[config.mk]
export PLATFORM = sky130hd
export DESIGN_NAME = dma_mem_arbiter_flat
export DESIGN_NICKNAME = d
export VERILOG_FILES = /design/src/rtl/dma_mem_arbiter_if.sv /design/src/rtl/dma_mem_arbiter.sv /design/src/flat_wrapper.sv
export SDC_FILE = /design/constraint.sdc
export NUM_CORES = 1
export LEC_CHECK = 0
export ABC_CLOCK_PERIOD_IN_PS = 1900
export BUFFER_PORTS_ARGS = -buffer_cell sky130_fd_sc_hd__buf_2
export CAP_MARGIN = 30
export CORE_MARGIN = 10
export CORE_UTILIZATION = 35
export DETAILED_ROUTE_END_ITERATION = 7
export GPL_TIMING_DRIVEN = 0
export SYNTH_ARGS = -nofsm -noshare
export SYNTH_HDL_FRONTEND = slang
export SYNTH_SLANG_ARGS = --single-unit
[constraint.sdc]
create_clock -name clk_sys -period 1.9 [get_ports clk_sys]
set_input_delay 0.19 -clock clk_sys [delete_from_list [all_inputs] [get_ports clk_sys]]
set_output_delay 0.19 -clock clk_sys [all_outputs]
set_load 0.05 [all_outputs]
[src/rtl/dma_mem_arbiter_if.sv]
// Avalon-MM single-outstanding memory bus between the arbiter (master) and the system mem slave.
// Plain signal bundle with no logic of its own; waitrequest provides the slave's backpressure.
interface dma_mem_arbiter_if #(
  parameter int AW = 32,
  parameter int DW = 32
);
  logic [AW-1:0] m_address;
  logic          m_read;
  logic          m_write;
  logic [DW-1:0] m_writedata;
  logic          m_waitrequest;
  logic [DW-1:0] m_readdata;
  logic          m_readdatavalid;

  modport master (
    output m_address, m_read, m_write, m_writedata,
    input  m_waitrequest, m_readdata, m_readdatavalid
  );

  modport slave (
    input  m_address, m_read, m_write, m_writedata,
    output m_waitrequest, m_readdata, m_readdatavalid
  );
endinterface

[src/rtl/dma_mem_arbiter.sv]
// Two-port round-robin arbiter onto one Avalon-MM master; one read or write in flight at a time.
// Write: pulse->m_write 2 cycles, done 4 cycles; read: done 2 cycles after readdatavalid; waitrequest stalls, busy blocks new commands.
module dma_mem_arbiter #(
  parameter int AW      = 32,
  parameter int DW      = 32,
  parameter int TIMEOUT = 1023
) (
  input  logic          clk_sys,
  input  logic          reset_n,

  input  logic          a_rd,
  input  logic          a_wr,
  input  logic [AW-1:0] a_addr,
  input  logic [DW-1:0] a_wdata,
  output logic [DW-1:0] a_rdata,
  output logic          a_busy,
  output logic          a_done,
  output logic          a_err,

  input  logic          b_rd,
  input  logic          b_wr,
  input  logic [AW-1:0] b_addr,
  input  logic [DW-1:0] b_wdata,
  output logic [DW-1:0] b_rdata,
  output logic          b_busy,
  output logic          b_done,
  output logic          b_err,

  dma_mem_arbiter_if.master mem
);

  localparam int CW = $clog2(TIMEOUT + 1);

  typedef enum logic [1:0] {IDLE, CMD, RESP, DONE} state_t;

  typedef struct packed {
    logic          rd;
    logic [AW-1:0] addr;
    logic [DW-1:0] wdata;
  } slot_t;

  state_t        state, state_d;

  slot_t         slot_in [2];
  slot_t         slot    [2];
  logic [1:0]    cmd_in;
  logic [1:0]    cap;
  logic [1:0]    pend;
  logic [1:0]    busy;
  logic [1:0]    done;
  logic [1:0]    err;
  logic [DW-1:0] rdata   [2];

  logic          gnt_a, gnt_b;
  logic          rsp_ok, rsp_tmo;
  logic          last_b;
  logic          cur_b;
  logic          cur_rd;
  logic [CW-1:0] tmo_cnt;

  logic [AW-1:0] m_address_q;
  logic [DW-1:0] m_writedata_q;
  logic          m_read_q;
  logic          m_write_q;

  // Port 0 is A, port 1 is B; rd takes precedence when both strobes arrive together.
  assign slot_in[0] = '{rd: a_rd, addr: a_addr, wdata: a_wdata};
  assign slot_in[1] = '{rd: b_rd, addr: b_addr, wdata: b_wdata};
  assign cmd_in     = {b_rd | b_wr, a_rd | a_wr};
  assign cap        = cmd_in & ~busy;

  always_ff @(posedge clk_sys or negedge reset_n) begin
    if (!reset_n) begin
      state <= IDLE;
    end else begin
      state <= state_d;
    end
  end

  always_comb begin
    state_d = state;
    gnt_a   = 1'b0;
    gnt_b   = 1'b0;
    rsp_ok  = 1'b0;
    rsp_tmo = 1'b0;
    case (state)
      IDLE: begin
        gnt_a = pend[0] & (~pend[1] | last_b);
        gnt_b = pend[1] & ~gnt_a;
        if (gnt_a | gnt_b) state_d = CMD;
      end
      CMD: begin
        if (!mem.m_waitrequest) state_d = cur_rd ? RESP : DONE;
      end
      RESP: begin
        if (mem.m_readdatavalid) begin
          rsp_ok  = 1'b1;
          state_d = DONE;
        end else if (tmo_cnt == CW'(TIMEOUT)) begin
          rsp_tmo = 1'b1;
          state_d = DONE;
        end
      end
      DONE:    state_d = IDLE;
      default: state_d = IDLE;
    endcase
  end

  // Per-port slots; busy and done are registered so they move together on DONE exit.
  always_ff @(posedge clk_sys or negedge reset_n) begin
    if (!reset_n) begin
      pend <= '0;
      busy <= '0;
      done <= '0;
      err  <= '0;
      for (int i = 0; i < 2; i++) begin
        slot[i]  <= '0;
        rdata[i] <= '0;
      end
    end else begin
      done <= '0;
      for (int i = 0; i < 2; i++) begin
        if (cap[i]) begin
          slot[i] <= slot_in[i];
          pend[i] <= 1'b1;
          busy[i] <= 1'b1;
          err[i]  <= 1'b0;
        end
        if ((i == 0 && gnt_a) || (i == 1 && gnt_b)) pend[i] <= 1'b0;
        if (cur_b == 1'(i)) begin
          if (rsp_ok) rdata[i] <= mem.m_readdata;
          if (rsp_tmo) begin
            rdata[i] <= '1;
            err[i]   <= 1'b1;
          end
          if (state == DONE) begin
            busy[i] <= 1'b0;
            done[i] <= 1'b1;
          end
        end
      end
    end
  end

  always_ff @(posedge clk_sys or negedge reset_n) begin
    if (!reset_n) begin
      m_address_q   <= '0;
      m_writedata_q <= '0;
      m_read_q      <= 1'b0;
      m_write_q     <= 1'b0;
      last_b        <= 1'b1;
      cur_b         <= 1'b0;
      cur_rd        <= 1'b0;
      tmo_cnt       <= '0;
    end else begin
      if (gnt_a | gnt_b) begin
        m_address_q   <= slot[gnt_b].addr;
        m_writedata_q <= slot[gnt_b].wdata;
        m_read_q      <= slot[gnt_b].rd;
        m_write_q     <= ~slot[gnt_b].rd;
        cur_rd        <= slot[gnt_b].rd;
        cur_b         <= gnt_b;
        last_b        <= gnt_b;
      end
      if (state == CMD && !mem.m_waitrequest) begin
        m_read_q  <= 1'b0;
        m_write_q <= 1'b0;
      end
      tmo_cnt <= (state == RESP) ? tmo_cnt + CW'(1) : '0;
    end
  end

  assign mem.m_address   = m_address_q;
  assign mem.m_writedata = m_writedata_q;
  assign mem.m_read      = m_read_q;
  assign mem.m_write     = m_write_q;

  assign a_rdata = rdata[0];
  assign a_busy  = busy[0];
  assign a_done  = done[0];
  assign a_err   = err[0];
  assign b_rdata = rdata[1];
  assign b_busy  = busy[1];
  assign b_done  = done[1];
  assign b_err   = err[1];

  a_rw_exclusive: assert property (@(posedge clk_sys) disable iff (!reset_n)
    !(m_read_q && m_write_q));

  a_hold_on_wait: assert property (@(posedge clk_sys) disable iff (!reset_n)
    ((m_read_q || m_write_q) && mem.m_waitrequest) |=>
      ($stable(m_address_q) && $stable(m_writedata_q) && $stable(m_read_q) && $stable(m_write_q)));

  a_no_read_in_resp: assert property (@(posedge clk_sys) disable iff (!reset_n)
    (state == RESP) |-> !m_read_q);

endmodule
[src/flat_wrapper.sv]
// flat-port wrapper written by rule: the top's interface ports become plain ports
module dma_mem_arbiter_flat 
#(
  parameter int AW      = 32,
  parameter int DW      = 32,
  parameter int TIMEOUT = 1023
)
  (clk_sys, reset_n, a_rd, a_wr, a_addr, a_wdata, a_rdata, a_busy, a_done, a_err, b_rd, b_wr, b_addr, b_wdata, b_rdata, b_busy, b_done, b_err, mem_m_address, mem_m_read, mem_m_write, mem_m_writedata, mem_m_waitrequest, mem_m_readdata, mem_m_readdatavalid);
  dma_mem_arbiter_if #(.AW(AW), .DW(DW)) mem_i ();
  input  logic clk_sys;
  input  logic reset_n;
  input  logic a_rd;
  input  logic a_wr;
  input  logic [AW-1:0] a_addr;
  input  logic [DW-1:0] a_wdata;
  output logic [DW-1:0] a_rdata;
  output logic a_busy;
  output logic a_done;
  output logic a_err;
  input  logic b_rd;
  input  logic b_wr;
  input  logic [AW-1:0] b_addr;
  input  logic [DW-1:0] b_wdata;
  output logic [DW-1:0] b_rdata;
  output logic b_busy;
  output logic b_done;
  output logic b_err;
  output wire logic [$bits(mem_i.m_address)-1:0] mem_m_address;
  output wire logic [$bits(mem_i.m_read)-1:0] mem_m_read;
  output wire logic [$bits(mem_i.m_write)-1:0] mem_m_write;
  output wire logic [$bits(mem_i.m_writedata)-1:0] mem_m_writedata;
  input wire logic [$bits(mem_i.m_waitrequest)-1:0] mem_m_waitrequest;
  input wire logic [$bits(mem_i.m_readdata)-1:0] mem_m_readdata;
  input wire logic [$bits(mem_i.m_readdatavalid)-1:0] mem_m_readdatavalid;
  assign mem_m_address = mem_i.m_address;
  assign mem_m_read = mem_i.m_read;
  assign mem_m_write = mem_i.m_write;
  assign mem_m_writedata = mem_i.m_writedata;
  assign mem_i.m_waitrequest = mem_m_waitrequest;
  assign mem_i.m_readdata = mem_m_readdata;
  assign mem_i.m_readdatavalid = mem_m_readdatavalid;
  dma_mem_arbiter #(.AW(AW), .DW(DW), .TIMEOUT(TIMEOUT)) u_core (.clk_sys(clk_sys), .reset_n(reset_n), .a_rd(a_rd), .a_wr(a_wr), .a_addr(a_addr), .a_wdata(a_wdata), .a_rdata(a_rdata), .a_busy(a_busy), .a_done(a_done), .a_err(a_err), .b_rd(b_rd), .b_wr(b_wr), .b_addr(b_addr), .b_wdata(b_wdata), .b_rdata(b_rdata), .b_busy(b_busy), .b_done(b_done), .b_err(b_err), .mem(mem_i));
endmodule
==> flow_summary.toml <==
[sta]
finalSetupViolations = 0
tightestPinTransition_ns = 0.723
fin_skew_ns = 0.00751
period_share_pct = 96.3
max_freq_mhz = 547
slew_headroom_pct = 51.8
hold_viol_final = 0
hold_ws_ns = 0.116
layout_min_cycle_time_ns = 1.83
slew_viol_final = 0

[power]
p_total_w = 0.0300
peakVddDrop_v = 0.00124
leakage_nw = 7.41
power_density_mw_per_mm2 = 1880

[clock_network]
cts-htree-levels = 1
numClockSinks = 283
cts_tree = "yes"
cts.clk_slew.worst_paths_ns = 0.06
numCtsBuffers = 31
cts.path.max_buffers = 3
insertion_delay_ns = 0.55
cts_root_buf = "clkbuf_16"

[setup_path]
crit_fanout = 10
worstSetupPathType = "primary input to flop"
critPathArrivalTime_ns = 2.26
reg2reg_depth = 7
r2r_end = "u_core.cur_rd"
cp-start-kind = "primary input"
timing.rr.start = "u_core.state[0]"
worst_path_most_repeated_cell = "buf_2"
max_stage_delay_ns = 0.55
worst_path_max_delay_cell = "dlygate4sd3_1"
rrSetupSlack_ns = 0.11
path_cells = "dlygate4sd3_1 -> buf_2 -> o21bai_2 -> buf_4 -> buf_2 -> mux2_2"
required_ns = 2.33
cp-end-kind = "flop"

[synth]
ys_seq_area_share_pct = 63.7
synth_edf_count = 0
synth_xor_area_share_pct = 0.394
synth.net_count = 1023
synthCells = 849
synth_top_family_by_area = "compound AO/OA/AOI/OAI gates"
synthMuxAreaShare_pct = 13.3
synth-seq-cells = 283
ys_types = 42
synthAdderAreaFrac_pct = 0.676
async_flop_share_pct = 100
ys_warn_count = 0
synth_compound_area_share_pct = 13.7
ys.flop_type = "dfrtp_1"
synth_area_mm2 = 0.0111
syn_avg_cell_area_um2 = 13.1
synth-simple-area-share_pct = 5.06

[floorplan]
num_rows = 65
start_util_pct = 35.3
coreArea_mm2 = 0.0315
die_x_um = 198
die_area_mm2 = 0.0393
io_pins = 304
die_h_um = 198

[route]
firstDrtPassIters = 6
routed_via_density = 4.93
drc = 0
routed-via-count = 8793
detail-route-antenna-nets = 0
wl_um = 35500
drtIter0Drc = 391
wl_per_cell_um = 19.9

[global_route]
grt_pass1_wl_um = 55800
grt_overflow = 0
grt_use_total_pct = 17.7
antenna_found_initial = 2
grt_max_degree = 103
grt_pass1_vias = 9650

[hold_path]
worstHoldPathCells = 3
whs_endpoint = "u_core.state[0]"
worstHoldStart = "mem_m_readdatavalid"
hold_path.class = "primary input to flop"

[status]
outcome = "completed"

[cells_and_area]
area_growth_pct = 43.6
drive_gt1_share_pct = 40.1
final_nets = 1529

[place]
hpwlAfterDp_um = 24500
port_buffers = 303
gp_congestion = 0.773

[job]
max-cap-violations = 0
worst max-delay path by stage:
stage / startpoint / end / slack [ns] / depth (start not counted)
floorplan: u_core.busy[1] / u_core.slot[10] / 0.15 / 4
global placement: reset_n / u_core.a_rdata[29] / -4.80 / 1
detailed placement: u_core.state[0] / u_core.mem.m_writedata[19] / -0.60 / 7
CTS: u_core.state[0] / u_core.mem.m_writedata[12] / 0.004 / 7
global route: u_core.pend[1] / u_core.mem.m_writedata[28] / -0.006 / 6
finish: b_rd / u_core.slot[4] / 0.07 / 6
critical path: cells and delay by family:
| family | cells | cell delay, ns |
|---|---|---|
| mux | 1 | 0.38 |
| compound gates | 1 | 0.33 |
| buf+inv | 4 | 1.34 |
Yosys cell counts (2+ instances only):
master     count  area (µm²)
o22ai_1       64         400
a2bb2oi_2      4        60.1
o21ai_1        7        35.0
dfrtp_1      282        7060
buf_4          5        37.5
nand4_1        2        12.5
a32o_1         2        20.0
a211oi_1       2        15.0
a21oi_1        5        25.0
and2_1         5        31.3
nand2_1       71         267
o21a_4         2        30.0
o21bai_1       2        15.0
nor2_1        43         161
a2bb2oi_1     61         534
nand3_1        2        10.0
o21ai_0       65         325
ha_1           6        75.1
buf_6          6        67.6
nor3_1         3        15.0
mux2_2       131        1480
buf_2         22         110
clkbuf_1      25        93.8
xnor2_1        4        35.0
a21o_1         2        15.0
inv_1          9        33.8
or3_1          2        12.5
repair_timing:
action / in CTS / in global routing
gates resized for setup: 22 / 22
pin swaps: 0 / 3
buffers inserted: 0 / 1
endpoints found under the hold margin: 291 / 0
hold buffers: 168 / 0
setup endpoints to repair: 175 / 107
per-layer routing:
layer	global-route usage [%]	wire length, µm	vias up
li1	-	-	4077
met1	22.2	15300	4390
met2	29.2	16800	276
met3	5.40	2830	50
met4	3.90	608	0
met5	0	0	-
through the flow:
step	setup TNS, ns	setup WS, ns	cell area, µm²	instances	utilization (%)
finish	0	0.0704	16000	1782	50.7
detailed placement	-50.43	-0.600	13200	1556	41.9
CTS	0	0.00361	15900	1779	50.5
floorplan	0	0.149	11100	849	-
global route	-0.0104	-0.00572	16000	1781	50.7
global placement	-1391.92	-4.80	13100	1554	41.7
power by group:
part | total (W) | internal [W] | switching, W
Sequential | 0.0106 | 0.00894 | 0.00162
Combinational | 0.0137 | 0.00466 | 0.00907
Clock | 0.00573 | 0.00334 | 0.00239
Total | 0.0300 | 0.0169 | 0.0131
cell usage in the layout (no fill, tap or decap), types with 31 or more instances in the layout:
cell type	instances
a2bb2oi_1	60
buf_2	324
clkbuf_16	31
dfrtp_1	282
dlygate4sd3_1	168
mux2_2	131
nand2_1	70
nor2_1	43
o21ai_0	65
o22ai_1	64
registers in the layout (all words and copies together), names as in the netlist, 10 cells and up:
register	flops
u_core.mem.m_writedata	32
u_core.a_rdata	32
u_core.mem.m_address	32
u_core.b_rdata	32
u_core.tmo_cnt	10
u_core.slot	130
logic make-up after synthesis:
kind of cell,Yosys count
DFF,283
AOI/OAI and AO/OA,222
and+or+nand+nor,134
muxes,131
buffers and inverters,68
adders and majority gates,6
xor gates and xnor gates,5
cell type report:
cell class,instances,area (µm²)
antenna,2,5.00
clock inverter,7,68.8
timing repair buffer,474,3270
fill,2750,15500
buffer,57,337
sequential,283,7080
clock buffer,49,893
multi-input combinational,498,3760
tap,402,503
inverter,10,37.5
Power figures use the tool's default switching activity.
